**config.mk**
```make
export PLATFORM = sky130hd
export DESIGN_NAME = r2r_sar_adc_ctrl
export DESIGN_NICKNAME = d
export VERILOG_FILES = /design/src/rtl/r2r_sar_adc_ctrl.sv
export SDC_FILE = /design/constraint.sdc
export NUM_CORES = 1
export LEC_CHECK = 0
export CORE_UTILIZATION = 41
export CTS_CLUSTER_DIAMETER = 60
export CTS_CLUSTER_SIZE = 24
export DETAILED_ROUTE_END_ITERATION = 8
export PLACE_DENSITY = 0.68
export SYNTH_ARGS = -nofsm -noshare
export SYNTH_HDL_FRONTEND = slang
export SYNTH_SLANG_ARGS = --single-unit
```
**constraint.sdc**
```tcl
create_clock -name clk -period 3.1 [get_ports clk]
set_input_delay 0.62 -clock clk [delete_from_list [all_inputs] [get_ports clk]]
set_output_delay 0.62 -clock clk [all_outputs]
set_load 0.05 [all_outputs]
```
**src/rtl/r2r_sar_adc_ctrl.sv**
```systemverilog
// SAR ADC controller driving an external R2R ladder against a board comparator.
// Define SAR_CONTINUOUS_EN for free-running back-to-back conversions.
module r2r_sar_adc_ctrl #(
   parameter int WIDTH         = 8,
   parameter int SETTLE_CYCLES = 1000,
   parameter int SYNC_STAGES   = 2
) (
   input  logic             clk,
   input  logic             reset_n,
   input  logic             enable,
   input  logic             start,
   input  logic             comparator_in,
   output logic [WIDTH-1:0] R2R_out,
   output logic [WIDTH-1:0] adc_data,
   output logic             data_valid,
   output logic             busy
);

   localparam int IDX_W = (WIDTH > 1) ? $clog2(WIDTH) : 1;
   localparam int CNT_W = $clog2(SETTLE_CYCLES + 1);

   localparam logic [1:0] ST_IDLE   = 2'd0;
   localparam logic [1:0] ST_SETTLE = 2'd1;
   localparam logic [1:0] ST_SAMPLE = 2'd2;
   localparam logic [1:0] ST_DONE   = 2'd3;

   localparam logic [IDX_W-1:0] IDX_MSB   = IDX_W'(WIDTH - 1);
   localparam logic [CNT_W-1:0] CNT_LAST  = CNT_W'(SETTLE_CYCLES - 1);
   localparam logic [WIDTH-1:0] TRIAL_MSB = {1'b1, {(WIDTH-1){1'b0}}};

   generate
      if (SYNC_STAGES < 2) begin : g_bad_sync
         $error("SYNC_STAGES must be at least 2");
      end
      if (SETTLE_CYCLES < SYNC_STAGES) begin : g_bad_settle
         $error("SETTLE_CYCLES must be >= SYNC_STAGES");
      end
   endgenerate

   // Async assert, sync deassert of the internal reset
   logic [1:0] rst_q;
   logic       rst_n;

   always_ff @(posedge clk or negedge reset_n) begin
      if (!reset_n) rst_q <= '0;
      else          rst_q <= {rst_q[0], 1'b1};
   end

   assign rst_n = rst_q[1];

   logic [SYNC_STAGES-1:0] sync_q;
   logic                   comp_s;

   always_ff @(posedge clk or negedge rst_n) begin
      if (!rst_n) sync_q <= '0;
      else        sync_q <= {sync_q[SYNC_STAGES-2:0], comparator_in};
   end

   assign comp_s = sync_q[SYNC_STAGES-1];

   logic [1:0]       state_q, state_d;
   logic [WIDTH-1:0] trial_q, trial_d;
   logic [IDX_W-1:0] idx_q, idx_d, idx_m1;
   logic [CNT_W-1:0] cnt_q, cnt_d;
   logic [WIDTH-1:0] adc_q, adc_d;
   logic [WIDTH-1:0] r2r_q, r2r_d;
   logic             dv_q, dv_d;
   logic             busy_q, busy_d;

   assign idx_m1 = idx_q - 1'b1;

   always_comb begin
      state_d = state_q;
      trial_d = trial_q;
      idx_d   = idx_q;
      cnt_d   = cnt_q;
      adc_d   = adc_q;
      dv_d    = 1'b0;
      if (!enable) begin
         state_d = ST_IDLE;
         cnt_d   = '0;
      end else begin
         unique case (state_q)
            ST_IDLE: begin
               if (start) begin
                  state_d = ST_SETTLE;
                  trial_d = TRIAL_MSB;
                  idx_d   = IDX_MSB;
                  cnt_d   = '0;
               end
            end
            ST_SETTLE: begin
               cnt_d = cnt_q + 1'b1;
               if (cnt_q == CNT_LAST) begin
                  state_d = ST_SAMPLE;
                  cnt_d   = '0;
               end
            end
            ST_SAMPLE: begin
               if (!comp_s) trial_d[idx_q] = 1'b0;
               if (idx_q == '0) begin
                  state_d = ST_DONE;
               end else begin
                  idx_d           = idx_m1;
                  trial_d[idx_m1] = 1'b1;
                  cnt_d           = '0;
                  state_d         = ST_SETTLE;
               end
            end
            ST_DONE: begin
               adc_d = trial_q;
               dv_d  = 1'b1;
`ifdef SAR_CONTINUOUS_EN
               state_d = ST_SETTLE;
               trial_d = TRIAL_MSB;
               idx_d   = IDX_MSB;
               cnt_d   = '0;
`else
               state_d = ST_IDLE;
`endif
            end
            default: state_d = ST_IDLE;
         endcase
      end
      busy_d = (state_d != ST_IDLE);
      r2r_d  = busy_d ? trial_d : '0;
   end

   always_ff @(posedge clk or negedge rst_n) begin
      if (!rst_n) begin
         state_q <= ST_IDLE;
         trial_q <= '0;
         idx_q   <= '0;
         cnt_q   <= '0;
         adc_q   <= '0;
         r2r_q   <= '0;
         dv_q    <= 1'b0;
         busy_q  <= 1'b0;
      end else begin
         state_q <= state_d;
         trial_q <= trial_d;
         idx_q   <= idx_d;
         cnt_q   <= cnt_d;
         adc_q   <= adc_d;
         r2r_q   <= r2r_d;
         dv_q    <= dv_d;
         busy_q  <= busy_d;
      end
   end

   assign R2R_out    = r2r_q;
   assign adc_data   = adc_q;
   assign data_valid = dv_q;
   assign busy       = busy_q;

endmodule

```
==> metrics.txt <==
switch share 0.226; Hold-fix buffers, CTS 0; grt total ovfl 0; largest net degree at the start of global routing 44; worst hold path class register to register; post_cts resized 0; Slowest cell on crit path clkdlybuf4s50_1; syn_nets 203; CP Cell Sequence clkdlybuf4s50_1; core area between 0.004 and 0.005 mm^2; vias per cell 5.18; Setup TNS Final 0 ps; Mapped Area 0.00210 mm^2; Die Y 73.5 um; buffers and inverters on the worst path 1; Final Max Tran Viols 0; Worst Tran Pin Value 891 ps; DP Wirelength 2660 um; initial antenna violation count 0; first-pass GRT wire length 6610 um; Num CTS Buffers 5; Worst Hold Margin 353 ps; clock skew 3.54 ps; RSZ-0062 raised after global routing false; Die Wd between 70 and 80 um; antenna cells 0; routed vias approximately 1500; Port-buffer cells 22; Synth Flop Type dfrtp_1; Top Family by Delay on Critical Path buffers and inverters; PD cells 446 mW/mm^2; Initial Util 0.435; vias in the first global route 1412; Seq pwr share 0.553; commonest non-fill, non-tap cells in the layout dfrtp_1, nand2_1, clkdlybuf4s50_1; launch point of the worst path adc_data[7]$_DFFE_PN0P_; # DRC 0; Finish-stage setup viols 0; Pre-Repair DR Iteration Count 4; Worst Path Required 2480 ps; nets roughly 230; sequential fraction of the synthesis area 0.537; Comb pwr share 0.051; crit-path max cell delay 800 ps; wire per inst around 13 um; Synth Instances 195; dominant cell type by area after synthesis dfrtp_1; Detailed Route Iter0 Violations 60; most common cell after layout, fill and taps aside dfrtp_1; I/O pin count 23; Clk Latency, worst-skew pair 290 ps; postcts setup bufs 0; Slew Limit Headroom 0.406; antenna viol nets, final 0; Rows 25; wirelength, routed 3740 um; TritonCTS clock tree done; EDFF count, synth 0; FF+latch count, synth 45; hold path start rst_q[0]$_DFF_PN0_; die area 0.00540 mm^2; Root Buffer clkbuf_8; Crit. End Element output pin; max cap viols 0; crit path kind register to output pin; Yosys cell types 45; CP Max Fanout 2; Leak Pwr roughly 1.1 nW; peak supply drop 0.245 mV; clock network fraction of design power 0.396; Final Critical Period around 2100 ps; Clock Tree Buf Depth 2; Async SR Flop Fraction 1.00; H-tree depth reported by CTS 2; R2R Path Start idx_q[0]$_DFFE_PN0P_; clock sink count 45; # fillers between 400 and 500; Mapped Avg Cell Area around 11 um^2; Net Switching 0.250 mW; P_int 0.857 mW; Worst EP arrival 1450 ps; share of cells above drive strength 1 0.123; Tcrit/Tclk final 0.667; Yosys top cell area share 0.537; final hold vios 0; f_max roughly 480 MHz; area delta synth->final 18.5%; status finished clean; CP Launch Type register; Synth area leaders dfrtp_1, nand2_1, mux2_2; GPL Wtd Cong 0.932; YS warnings 0; total global-route track usage 0.162; Worst-path clk slew 80 ps
==> path summary, 6_finish.rpt <==
path	depth (start not counted)	to	slack, ps
min reg2reg	0	rst_q[1]$_DFF_PN0_	350
min	0	rst_q[1]$_DFF_PN0_	350
min in group asynchronous	0	sync_q[1]$_DFF_PN0_	400
max in group asynchronous	0	adc_data[7]$_DFFE_PN0P_	2140
max reg2reg	7	cnt_q[2]$_DFFE_PN0P_	1040
max	1	adc_data[7]	1030
==> cell usage after synthesis (2+ instances only) <==
library cell	n
a21oi_1	5
a22o_1	2
a32o_1	4
and2_1	9
buf_2	5
dfrtp_1	45
ha_1	3
inv_1	7
mux2_2	7
mux2i_1	2
nand2_1	22
nand2b_1	5
nand3_1	5
nor2_1	18
nor2b_1	2
nor4_1	2
o21ai_0	13
o21ai_1	3
o31ai_1	5
o41ai_1	3
xnor2_1	2
xor2_1	3
==> flip-flops by register name, summed over array words and instances, names as in the netlist <==
register and cells:
rst_q 2, cnt_q 10, state_q 2, sync_q 2, data_valid 1, R2R_out 8, adc_data 8, trial_q 8
idx_q 3, busy 1
==> logic make-up (layout without fill, tap and decap cells) <==
| logic type | after synthesis | count (layout) | synth area share |
|---|---|---|---|
| simple gates | 74 | 74 | 0.189 |
| mux | 9 | 9 | 0.0472 |
| other cells | 1 | 1 | 0.00179 |
| buf+inv | 15 | 39 | 0.0334 |
| flops | 45 | 45 | 0.537 |
| compound gates | 43 | 43 | 0.153 |
| fa+ha+maj | 3 | 3 | 0.0179 |
| xor+xnor | 5 | 5 | 0.0209 |
==> per-stage QoR <==
stage	power [mW]	worst slack, ps	util	area (um^2)	cells
global route	1.15	860	0.516	2480	286
detailed placement	0.681	825	0.492	2370	278
global placement	0.680	890	0.492	2370	278
floorplan	0.660	1310	-	2100	195
CTS	1.12	1010	0.516	2480	286
finish	1.11	1030	0.516	2480	286
==> cell type report <==
cell class / instances / area, um^2 / share of cell area
timing repair buffer: 23 / 228 / 0.0917
clock inverter: 3 / 46.3 / 0.0186
inverter: 8 / 30.0 / 0.0121
clock buffer: 5 / 68.8 / 0.0277
sequential: 45 / 1130 / 0.454
multi-input combinational: 135 / 900 / 0.362
tap: 67 / 83.8 / 0.0338
==> routing by layer <==
layer,share of wire,vias up,track usage
met5,0,-,0
met4,0.014,0,0.0620
met3,0.026,4,0.0370
met2,0.47,26,0.251
met1,0.49,717,0.221
li1,-,734,-
==> power by group through the flow <==
stage / Sequential, mW / Clock [mW] / Combinational, mW
after floorplan: 0.629 / 0 / 0.0311
after global placement: 0.625 / 0 / 0.0556
after detailed placement: 0.625 / 0 / 0.0564
after CTS: 0.613 / 0.453 / 0.0565
after global routing: 0.616 / 0.474 / 0.0616
final: 0.612 / 0.438 / 0.0564
Power figures use the tool's default switching activity.
